## config.mk

```make
export PLATFORM = sky130hd
export DESIGN_NAME = cache_mem_arbiter
export DESIGN_NICKNAME = d
export VERILOG_FILES = /design/src/rtl/cpu_types_pkg.sv /design/src/rtl/arb_streak_ctr.sv /design/src/rtl/cache_mem_arbiter.sv
export SDC_FILE = /design/constraint.sdc
export NUM_CORES = 1
export LEC_CHECK = 0
export ABC_AREA = 1
export CAP_MARGIN = 20
export CORE_AREA = 4 4 106 108
export CTS_CLUSTER_SIZE = 8
export DETAILED_ROUTE_END_ITERATION = 6
export DIE_AREA = 0 0 110 112
export GPL_TIMING_DRIVEN = 1
export PLACE_DENSITY_LB_ADDON = 0.12
export SLEW_MARGIN = 10
export SYNTH_ARGS = -nofsm -noshare
export SYNTH_HDL_FRONTEND = slang
export SYNTH_SLANG_ARGS = --single-unit
```

## constraint.sdc

```tcl
create_clock -name CLK -period 1.9 [get_ports CLK]
set_clock_uncertainty 0.2 [all_clocks]
set_input_delay 0.38 -clock CLK [delete_from_list [all_inputs] [get_ports CLK]]
set_output_delay 0.38 -clock CLK [all_outputs]
set_load 0.03 [all_outputs]
```

## src/rtl/cpu_types_pkg.sv

```systemverilog
// rtl/cpu_types_pkg.sv - shared CPU/memory types for the cache-side memory arbiter
//
// Purpose: common word and RAM-status types, plus the arbiter FSM state
// encoding and the width of the fairness streak counter.
// Ports: none (package).
package cpu_types_pkg;

  localparam int WORD_BITS = 32;
  localparam int STREAK_W  = 4;

  typedef logic [WORD_BITS-1:0] word_t;

  typedef enum logic [1:0] {
    FREE   = 2'd0,
    BUSY   = 2'd1,
    ACCESS = 2'd2,
    ERROR  = 2'd3
  } ramstate_t;

  typedef enum logic [1:0] {
    IDLE   = 2'd0,
    DSERVE = 2'd1,
    ISERVE = 2'd2
  } arb_state_t;

endpackage

```

## src/rtl/arb_streak_ctr.sv

```systemverilog
// rtl/arb_streak_ctr.sv - saturating dcache grant streak counter for icache fairness
//
// Purpose: counts back-to-back dcache completions while the icache is waiting
// and asks the arbiter to force an icache grant once the limit is reached.
// Ports:
//   CLK, RST   clock, asynchronous active-high reset
//   dcomplete  a dcache access completed this cycle
//   icomplete  an icache access completed this cycle
//   iREN       icache request pending
//   force_i    icache must win the next arbitration
module arb_streak_ctr
  import cpu_types_pkg::*;
#(
  parameter int DSTREAK_MAX = 4
) (
  input  logic CLK,
  input  logic RST,
  input  logic dcomplete,
  input  logic icomplete,
  input  logic iREN,
  output logic force_i
);

  localparam logic [STREAK_W-1:0] STREAK_MAX = STREAK_W'(DSTREAK_MAX);

  logic [STREAK_W-1:0] dstreak_q;
  logic [STREAK_W-1:0] dstreak_d;

  always_comb begin
    dstreak_d = dstreak_q;
    // Any cycle without a pending icache request resets the streak, so only
    // consecutive dcache wins that actually starve the icache are counted.
    if (!iREN || icomplete) begin
      dstreak_d = '0;
    end else if (dcomplete && (dstreak_q != STREAK_MAX)) begin
      dstreak_d = dstreak_q + STREAK_W'(1);
    end
  end

  always_ff @(posedge CLK or posedge RST) begin
    if (RST) begin
      dstreak_q <= '0;
    end else begin
      dstreak_q <= dstreak_d;
    end
  end

  assign force_i = iREN && (dstreak_q == STREAK_MAX);

endmodule

```

## src/rtl/cache_mem_arbiter.sv

```systemverilog
// rtl/cache_mem_arbiter.sv - icache/dcache arbiter driving a single shared RAM port
//
// Purpose: memory-side responder for the cache control interface. Grants the
// RAM to either cache, passes address/data through, and reports per-cache
// wait (low in the cycle the access completes).
// Ports:
//   CLK, RST                       clock, asynchronous active-high reset
//   iREN, iaddr / iwait, iload     icache read request and response
//   dREN, dWEN, daddr, dstore      dcache request
//   dwait, dload                   dcache response
//   ramREN, ramWEN, ramaddr,
//   ramstore / ramload, ramstate   shared RAM port
//   err_cnt                        saturating count of RAM ERROR cycles
module cache_mem_arbiter #(
  parameter int WORD_W      = 32,
  parameter int DSTREAK_MAX = 4,
  parameter int ERRCNT_W    = 8
) (
  input  logic                CLK,
  input  logic                RST,
  input  logic                iREN,
  input  logic [WORD_W-1:0]   iaddr,
  output logic                iwait,
  output logic [WORD_W-1:0]   iload,
  input  logic                dREN,
  input  logic                dWEN,
  input  logic [WORD_W-1:0]   daddr,
  input  logic [WORD_W-1:0]   dstore,
  output logic                dwait,
  output logic [WORD_W-1:0]   dload,
  output logic                ramREN,
  output logic                ramWEN,
  output logic [WORD_W-1:0]   ramaddr,
  output logic [WORD_W-1:0]   ramstore,
  input  logic [WORD_W-1:0]   ramload,
  input  logic [1:0]          ramstate,
  output logic [ERRCNT_W-1:0] err_cnt
);

  import cpu_types_pkg::*;

  arb_state_t          state_q;
  arb_state_t          state_d;
  logic [ERRCNT_W-1:0] err_cnt_q;
  logic [ERRCNT_W-1:0] err_cnt_d;

  ramstate_t rs;
  logic      dreq;
  logic      ram_ok;
  logic      dcomplete;
  logic      icomplete;
  logic      force_i;

  assign rs     = ramstate_t'(ramstate);
  assign dreq   = dREN | dWEN;
  assign ram_ok = (rs == ACCESS);

  // Completion needs the owner still requesting: a withdrawn request that
  // coincides with ACCESS is not reported back to the cache.
  assign dcomplete = (state_q == DSERVE) && dreq && ram_ok;
  assign icomplete = (state_q == ISERVE) && iREN && ram_ok;

  arb_streak_ctr #(
    .DSTREAK_MAX(DSTREAK_MAX)
  ) u_streak (
    .CLK      (CLK),
    .RST      (RST),
    .dcomplete(dcomplete),
    .icomplete(icomplete),
    .iREN     (iREN),
    .force_i  (force_i)
  );

  always_comb begin
    state_d  = state_q;
    ramREN   = 1'b0;
    ramWEN   = 1'b0;
    ramaddr  = '0;
    ramstore = '0;
    iload    = '0;
    dload    = '0;
    iwait    = 1'b1;
    dwait    = 1'b1;
    case (state_q)
      IDLE: begin
        if (dreq && !force_i) begin
          state_d = DSERVE;
        end else if (iREN) begin
          state_d = ISERVE;
        end
      end
      DSERVE: begin
        ramaddr  = daddr;
        ramstore = dstore;
        // A write wins over a simultaneous read.
        ramWEN   = dWEN;
        ramREN   = dREN && !dWEN;
        dload    = ramload;
        dwait    = !dcomplete;
        if (!dreq || ram_ok) begin
          state_d = IDLE;
        end
      end
      ISERVE: begin
        ramREN  = iREN;
        ramaddr = iaddr;
        iload   = ramload;
        iwait   = !icomplete;
        if (!iREN || ram_ok) begin
          state_d = IDLE;
        end
      end
      default: begin
        state_d = IDLE;
      end
    endcase
  end

  always_comb begin
    err_cnt_d = err_cnt_q;
    if ((rs == ERROR) && !(&err_cnt_q)) begin
      err_cnt_d = err_cnt_q + ERRCNT_W'(1);
    end
  end

  always_ff @(posedge CLK or posedge RST) begin
    if (RST) begin
      state_q   <= IDLE;
      err_cnt_q <= '0;
    end else begin
      state_q   <= state_d;
      err_cnt_q <= err_cnt_d;
    end
  end

  assign err_cnt = err_cnt_q;

endmodule
```

==> flow_summary.yaml, run 1 <==
yosys:
  synth_cell_types: 22
  synth-async-reset-ratio: 1.00
  synthTopCellsByCount: "196 x nand2_1, 123 x inv_1, 33 x a21oi_1"
  synth_ff_type: "dfrtp_1"
  avgSynthCellArea_sq_um: 4.97
  synth-seq-cells: 14
  syn_inst: 439
  syn_nets: 581
  yosysSeqAreaShare: 0.161
  netlist_top_cells_area: "nand2_1 34%, inv_1 21%, dfrtp_1 16%"
  synth_edf_count: 0
  yosysMostFrequentCell: "nand2_1"
  synth_warnings: 0
  yosysTopAreaCell: "nand2_1"
  syn_area_sq_um: 2180
  synth_top_area_frac: 0.337
die:
  die_area_sq_um: 12300
  core_area_sq_um: 10200
  die_x_microns: 110
  rows: 37
  chipHeight_microns: 112
  start_util: 0.213
  boundaryPins: 275
placed_design:
  dp_hpwl_mm: 10.5
  port_buffers: 274
  place.gp.congestion: 0.828
routing:
  drtIter0Drc: 201
  drcViolationCount: 0
  routed_wl_mm: 13.5
  drt-pass1-iter-count: 6
  vias_per_cell: 4.20
  routedWlPerCell_microns: 15.3
  antenna_left: 0
  vias: 3700
cells_and_area:
  drive_above_1_share: 0.412
  syn2layout_area_growth_pct: 193
  nets: 889
  num_antenna_cells: 0
power:
  power.switching_w: 0.00433
  totalPowerFinal_w: 0.00837
  power_density_nw_per_um2: 1310
  seq_power_share: 0.053
  max-vdd-ir-drop_mv: 0.671
  p_leak_nw: 3.54
  power_frac_clock: 0.035
  p_int_w: 0.00403
  p_comb_frac: 0.912
  switching_share: 0.518
grt:
  grt_max_degree: 23
  grt_pass1_vias: 3333
  antenna_found_initial: 1
  grt_pass1_wl_mm: 18.4
  grt_usage: 0.189
  grt_overflow: 0
flow_run:
  maxCapViolCount: 0
clocking:
  clock_sinks: 14
  h-tree-depth: 1
  cts_max_path_buffers: 2
  clkLatencyLatePin_ns: 0.24
  cts_root_buf: "clkbuf_8"
  clk_pin_slew_worst_paths_ns: 0.06
  cts_buffers: 3
  cts_tree: "done"
timing:
  fmax_mhz: 456
  slew_violations: 0
  tightest_slew_ns: 0.334
  fin_ws_ns: -0.292
  fin_crit_sh: 1.15
  finalSetupViolCount: 132
  fin_crit_ns: 2.19
  finalSetupTns_ns: -27.46
  slew_headroom: 0.777
  hold_viol: 0
  rsz0062_at_grt: "yes"
setup_path:
  path_delay_family: "buffers and inverters"
  critPathLaunch: "state_q[0]$_DFFE_PP0P_"
  crit_slowest_cell: "dfrtp_1"
  worstSetupPathType: "reg2out"
  worst-path-max-fanout: 8
  required_ns: 1.32
  timing.rr.start: "state_q[0]$_DFFE_PP0P_"
  cpPeakStageDelay_ns: 0.40
  path_cells: "buf_6 -> ha_4 -> buf_12 -> buf_12 -> clkbuf_16 -> nand2_1 -> inv_1 -> buf_6"
  critical_path_buf_inv_count: 6
  ff2ff_path_depth: 9
  worst-r2r-setup-slack_ns: 0.13
  reg2reg_to: "u_streak.dstreak_q[0]$_DFFE_PP0P_"
  worstSetupPathDepth: 8
  cp.arrival_ns: 1.61
  crit_path_start_kind: "register"
  endpoint_kind: "primary output"
  critPathCapture: "ramstore[8]"
min_path:
  hp-class: "in2async"
outcome:
  outcome: "finished with violations"
  failed_checks: "negative setup slack"
[cell usage in the layout, fill, tap and decap left out, types with 2 or more instances in the layout]
master,n
nand2_1,153
clkdlybuf4s50_1,134
buf_6,110
inv_1,90
buf_4,41
nand2_2,35
inv_2,32
buf_12,22
a21oi_4,19
nand3_1,17
a21oi_2,14
dfrtp_1,14
nand2_4,10
dlymetal6s2s_1,8
nor2_1,5
clkbuf_16,5
o21ai_0,4
nand4_1,4
ha_4,4
clkbuf_8,4
xnor2_1,3
ha_1,3
nor2_2,2
nand3_2,2
xor2_1,2
buf_8,2
[cell families (layout without fill, tap and decap cells)]
family          Yosys count  count (layout)  synth area share
compound gates           40              40            0.0941
xor+xnor                  5               5            0.0201
fa+ha+maj                 7               7            0.0402
buf+inv                 144             451             0.263
flops                    14              14             0.161
simple gates            229             229             0.422
[timing repair]
| item | 4_1_cts | 5_1_grt |
|---|---|---|
| resized for setup | 123 | 121 |
| gates cloned | 1 | 6 |
| pin swaps | 6 | 16 |
| buffers inserted | 4 | 6 |
| endpoints found under the setup margin | 136 | 140 |
| hold buffers | 0 | 0 |
[layer usage]
layer	vias to the layer above	global-route usage	routed length (microns)	share of wire
li1	1871	-	-	-
met1	1673	0.202	4700	0.35
met2	132	0.354	7260	0.54
met3	22	0.0643	1270	0.094
met4	2	0.0374	232	0.017
met5	-	0	13	0.00096
[tightest hold or removal path, delay by kind of cell]
kind	cells	cell delay (ns)
buffers and inverters	3	0.65
[state kept, by name (all words and copies together) (netlist names)]
register and count:
u_streak.dstreak_q 4, err_cnt 8, state_q 2
[area by class of cell]
type | count | area, sq um
Timing Repair Buffer | 324 | 3620
Inverter | 123 | 464
Multi-Input combinational cell | 281 | 1740
Fill cell | 858 | 3840
Clock buffer | 4 | 55.1
Sequential cell | 14 | 350
Tap cell | 136 | 170
[through the flow]
step	util	worst slack [ns]	cells	hold slack [ns]	instance area (sq um)
floorplan	-	-0.151	439	0.0692	2380
global placement	0.521	-0.0729	863	0.318	5330
detailed placement	0.521	-0.108	863	0.319	5330
CTS	0.578	-0.230	872	0.236	5910
global route	0.625	-0.341	882	0.259	6390
finish	0.625	-0.292	882	0.232	6390
[power by group through the flow]
stage	clock network, W	registers, W	logic [W]
after detailed placement	0	0.000447	0.00599
after floorplan	0	0.000590	0.00323
after global routing	0.000316	0.000463	0.00804
after CTS	0.000294	0.000448	0.00694
final	0.000289	0.000444	0.00763
after global placement	0	0.000450	0.00596
[worst min path at each step]
stage                           start                      to  slack [ns]  depth (start not counted)
6_report                          RST  err_cnt[6]$_DFFE_PP0P_        0.23                          3
5_1_grt                           RST  err_cnt[5]$_DFFE_PP0P_        0.26                          3
4_1_cts                           RST  err_cnt[6]$_DFFE_PP0P_        0.24                          3
3_5_place_dp   err_cnt[7]$_DFFE_PP0P_  err_cnt[7]$_DFFE_PP0P_        0.32                          2
3_3_place_gp   err_cnt[7]$_DFFE_PP0P_  err_cnt[7]$_DFFE_PP0P_        0.32                          2
2_1_floorplan                     RST  err_cnt[0]$_DFFE_PP0P_        0.07                          1
(Power assumes the default switching activity.)
==> run 2, diff against run 1 <==
- CORE_AREA: 4 4 106 108 -> 2 2 107 109
- DIE_AREA: 0 0 110 112 -> 0 0 109 111
==> run 2 against run 1 <==
Net effect:
- the run still ends with negative setup slack left
- non-clock buffer count decreased by 7
- hold slack improved by 0.0012 ns
- die area decreased by 1.8%
- combinational power increased by 2%
- worst setup slack improved by 0.034 ns
- final area increased by 1.5%
- first-iteration DRC count decreased by 43%
- wire length decreased by 5.9%
- cell count unchanged
- total power increased by 3.8%
- largest cell class unchanged
- largest power group unchanged
==> flow_summary.yaml, run 2 (synthesis gave the netlist of run 1 again) <==
clocking:
  cts_tree: "done"
  cts_root_buf: "clkbuf_16"
  cts_buffers: 3
  clkLatencyLatePin_ns: 0.24
  h-tree-depth: 1
  clk_pin_slew_worst_paths_ns: 0.05
  cts_max_path_buffers: 2
  clock_sinks: 14
setup_path:
  worstSetupPathDepth: 7
  cpPeakStageDelay_ns: 0.38
  path_delay_family: "buffers and inverters"
  ff2ff_path_depth: 9
  cp_common_cell: "buf_6"
  critical_path_buf_inv_count: 5
  timing.rr.start: "state_q[0]$_DFFE_PP0P_"
  required_ns: 1.32
  worst-r2r-setup-slack_ns: 0.11
  reg2reg_to: "u_streak.dstreak_q[2]$_DFFE_PP0P_"
  worst-path-max-fanout: 7
  crit_path_start_kind: "register"
  worstSetupPathType: "reg2out"
  path_cells: "inv_2 -> ha_4 -> inv_8 -> buf_6 -> buf_12 -> a21oi_4 -> buf_6"
  cp.arrival_ns: 1.58
  endpoint_kind: "primary output"
  crit_slowest_cell: "dfrtp_1"
die:
  start_util: 0.197
  die_x_microns: 109
  boundaryPins: 275
  chipHeight_microns: 111
  rows: 39
  core_area_sq_um: 11100
  die_area_sq_um: 12100
placed_design:
  dp_hpwl_mm: 9.71
  place.gp.congestion: 0.815
  port_buffers: 274
  placed_cells: 863
timing:
  fin_crit_ns: 2.16
  finalSetupTns_ns: -23.02
  fmax_mhz: 463
  hold_viol: 0
  slew_violations: 0
  rsz0062_at_grt: "yes"
  tightest_slew_ns: 0.319
  fin_crit_sh: 1.14
  fin_ws_ns: -0.258
  whs_ns: 0.233
  finalSetupViolCount: 132
  slew_headroom: 0.787
power:
  p_leak_nw: 3.55
  power_density_nw_per_um2: 1340
  max-vdd-ir-drop_mv: 0.663
cells_and_area:
  final_common_cell: "nand2_1"
  drive_above_1_share: 0.396
  fill_cells: 1018
  nets: 882
  fin_util: 0.586
  syn2layout_area_growth_pct: 197
  num_antenna_cells: 0
  final_cell_mix: "167 x nand2_1, 135 x clkdlybuf4s50_1, 117 x buf_6"
  fin_cells: 882
  largest_reg_flops: 8
grt:
  grt_busiest_layer: "met2"
  use_met1: 0.214
  grt_usage: 0.188
  grt_overflow: 0
  met2_usage: 0.342
  antenna_found_initial: 0
  grt_pass1_vias: 3488
  grt_pass1_wl_mm: 18.3
  grt_use_met3: 0.0506
  grt_max_degree: 29
routing:
  drt-pass1-iter-count: 4
  vias_per_cell: 4.14
  routedWlPerCell_microns: 14.4
  vias: 3655
  antenna_left: 0
  drcViolationCount: 0
  drtIter0Drc: 115
  routed_wl_mm: 12.7
min_path:
  hp-class: "in2async"
flow_run:
  maxCapViolCount: 0
outcome:
  outcome: "finished with violations"
  failed_checks: "negative setup slack"
[run 2: metal layers]
| layer | share of wire | vias up |
|---|---|---|
| met2 | 0.52 | 111 |
| li1 | - | 1859 |
| met4 | 0.019 | 0 |
| met3 | 0.084 | 18 |
| met1 | 0.38 | 1667 |
| met5 | 0 | - |
[run 2: worst max-delay path by stage]
stage	startpoint	slack, ns	to
finish	state_q[0]$_DFFE_PP0P_	-0.26	ramaddr[26]
global route	state_q[1]$_DFFE_PP0P_	-0.31	ramaddr[19]
CTS	state_q[0]$_DFFE_PP0P_	-0.23	ramaddr[10]
detailed placement	dWEN	-0.1	ramREN
global placement	dWEN	-0.12	ramREN
floorplan	state_q[1]$_DFFE_PP0P_	-0.15	ramaddr[12]
[run 2: repair_timing]
| action | CTS | global route |
|---|---|---|
| pin swaps | 3 | 1 |
| setup buffers | 6 | 3 |
| setup endpoints to repair | 136 | 143 |
| resized for setup | 122 | 139 |
| hold buffers | 0 | 0 |
| cloned | 1 | 5 |
[run 2: report_power, final]
| part | switching (W) | internal, W |
|---|---|---|
| logic | 0.00423 | 0.00356 |
| clock network | 0.000124 | 0.000319 |
| registers | 0.0000711 | 0.000379 |
[run 2: area by class of cell]
type	instances	area, sq um	area share
Sequential cell	14	350	0.0540
Multi-Input combinational cell	281	1830	0.283
Timing Repair Buffer	317	3570	0.550
Tap cell	143	179	0.0276
Clock buffer	4	88.8	0.0137
Inverter	123	469	0.0723
[run 2: worst min-delay path: stages]
cell and delay [ns]:
clkdlybuf4s50_1 0.39, inv_1 0.05, buf_4 0.22
[run 2: stage by stage]
stage | setup WS, ns | power [W] | instance area [sq um]
2_1_floorplan | -0.151 | 0.00382 | 2380
3_3_place_gp | -0.119 | 0.00635 | 5290
3_5_place_dp | -0.0958 | 0.00637 | 5290
4_1_cts | -0.233 | 0.00786 | 5940
5_1_grt | -0.311 | 0.00914 | 6490
6_report | -0.258 | 0.00868 | 6490
==> run 3, diff against run 2 <==
- CORE_AREA: 2 2 107 109 -> 2 2 108 110
- DIE_AREA: 0 0 109 111 -> 0 0 110 112
- clock period: 1.9 -> 1.8 ns (I/O delays scaled with it)
==> run 3 against run 2 <==
Net effect:
- clock-buffer cell count unchanged
- combinational power down 5.9%
- largest cell class unchanged
- critical endpoint is now ramaddr[6]
- critical path type unchanged
- the flow still finishes with violations (negative setup slack)
- die area is 1.8% higher
- largest power group unchanged
==> flow_summary.yaml, run 3 (synthesis gave the netlist of run 1 again) <==
outcome:
  outcome: "finished with violations"
  failed_checks: "negative setup slack"
timing:
  hold_viol: 0
  fin_crit_sh: 1.18
  fin_ws_ns: -0.322
  finalSetupTns_ns: -33.53
  slew_violations: 0
  fmax_mhz: 471
  finalSetupViolCount: 132
  fin_crit_ns: 2.12
  slew_headroom: 0.792
  rsz0062_at_grt: "yes"
  tightest_slew_ns: 0.314
setup_path:
  required_ns: 1.24
  worst-r2r-setup-slack_ns: 0.01
  worstSetupPathType: "reg2out"
  reg2reg_to: "u_streak.dstreak_q[2]$_DFFE_PP0P_"
  worst-path-max-fanout: 26
  endpoint_kind: "primary output"
  crit_path_start_kind: "register"
  cp.arrival_ns: 1.56
  ff2ff_path_depth: 10
  timing.rr.start: "state_q[1]$_DFFE_PP0P_"
power:
  max-vdd-ir-drop_mv: 0.803
  power_density_nw_per_um2: 1380
  p_leak_nw: 3.25
clocking:
  clkLatencyLatePin_ns: 0.24
  cts_root_buf: "clkbuf_16"
  clock_sinks: 14
  clk_pin_slew_worst_paths_ns: 0.05
  cts_buffers: 3
  cts_tree: "done"
  h-tree-depth: 1
  cts_max_path_buffers: 2
die:
  start_util: 0.195
  core_area_sq_um: 11200
  die_area_sq_um: 12300
  chipHeight_microns: 112
  rows: 39
  die_x_microns: 110
  boundaryPins: 275
cells_and_area:
  largest_reg_flops: 8
  fin_util: 0.534
  drive_above_1_share: 0.364
  syn2layout_area_growth_pct: 174
  num_antenna_cells: 0
  final_cell_mix: "182 x nand2_1, 134 x clkdlybuf4s50_1, 88 x inv_1"
  fill_cells: 1102
  final_common_cell: "nand2_1"
  nets: 876
routing:
  vias_per_cell: 4.10
  drt-pass1-iter-count: 4
  drcViolationCount: 0
  routed_wl_mm: 12.7
  vias: 3589
  drtIter0Drc: 106
  antenna_left: 0
  routedWlPerCell_microns: 14.5
grt:
  grt_pass1_wl_mm: 18.2
  grt_pass1_vias: 3370
  antenna_found_initial: 2
  grt_max_degree: 32
  grt_overflow: 0
  grt_usage: 0.189
placed_design:
  place.gp.congestion: 0.799
  port_buffers: 274
  dp_hpwl_mm: 10.3
flow_run:
  maxCapViolCount: 0
min_path:
  hp-class: "in2async"
-- run 3: cell count changes in the layout (fill, tap and decap cells not counted), sizes merged --
cell | before | now
dlymetal6s2s | 7 | 0
dlygate4sd2 | 0 | 8
clkdlybuf4s50 | 135 | 134
buf | 171 | 168
clkbuf | 8 | 5
-- run 3: layout make-up --
class / count / area [sq um] / area share
Timing Repair Buffer: 311 / 3220 / 0.540
Multi-Input combinational cell: 281 / 1660 / 0.279
Inverter: 123 / 464 / 0.0778
Sequential cell: 14 / 350 / 0.0587
Tap cell: 143 / 179 / 0.0300
Clock buffer: 4 / 88.8 / 0.0149
-- run 3: what timing repair did --
| item | in CTS | in global routing |
|---|---|---|
| cloned | 2 | 2 |
| endpoints found under the setup margin | 144 | 136 |
| resized for setup | 69 | 37 |
| hold buffers | 0 | 0 |
| pin swaps | 0 | 4 |
| setup buffers | 0 | 4 |
-- run 3: report_power, final --
| part | leakage [nW] | switching (W) | total (W) | internal (W) |
|---|---|---|---|---|
| clock network | 0.0442 | 0.000130 | 0.000466 | 0.000337 |
| logic | 3.03 | 0.00421 | 0.00733 | 0.00311 |
| registers | 0.183 | 0.0000581 | 0.000459 | 0.000400 |
-- run 3: per-layer routing --
layer,GRT usage,share of wire,vias up
met2,0.358,0.52,112
met5,0,0.00079,-
met3,0.0550,0.097,12
met1,0.207,0.37,1618
met4,0.0295,0.0091,2
li1,-,-,1845
-- run 3: stage by stage --
step           hold WS (ns)  instances  setup WS (ns)  area [sq um]  power, W
6_report              0.223        876         -0.322          5970   0.00825
5_1_grt               0.281        876         -0.395          5970   0.00872
3_5_place_dp          0.309        864         -0.139          5450   0.00707
2_1_floorplan        0.0492        439        -0.0670          2510   0.00429
4_1_cts               0.235        870         -0.332          5810   0.00801
3_3_place_gp          0.305        864         -0.112          5450   0.00704
-- run 3: how the worst max path moves through the flow --
stage / slack, ns / endpoint / cells past startpoint / from
detailed placement: -0.14 / ramWEN / 6 / state_q[1]$_DFFE_PP0P_
global route: -0.39 / ramaddr[20] / 6 / state_q[0]$_DFFE_PP0P_
CTS: -0.33 / ramaddr[6] / 6 / state_q[0]$_DFFE_PP0P_
floorplan: -0.07 / ramaddr[12] / 6 / state_q[1]$_DFFE_PP0P_
finish: -0.32 / ramaddr[6] / 6 / state_q[1]$_DFFE_PP0P_
global placement: -0.11 / ramWEN / 6 / state_q[1]$_DFFE_PP0P_
-- run 3: critical path, cell delays in order (launching register included) --
cell     delay [ns]
dfrtp_1        0.39
inv_2          0.11
ha_4           0.19
buf_12         0.17
nand2_1        0.11
a21oi_4        0.20
buf_12         0.14
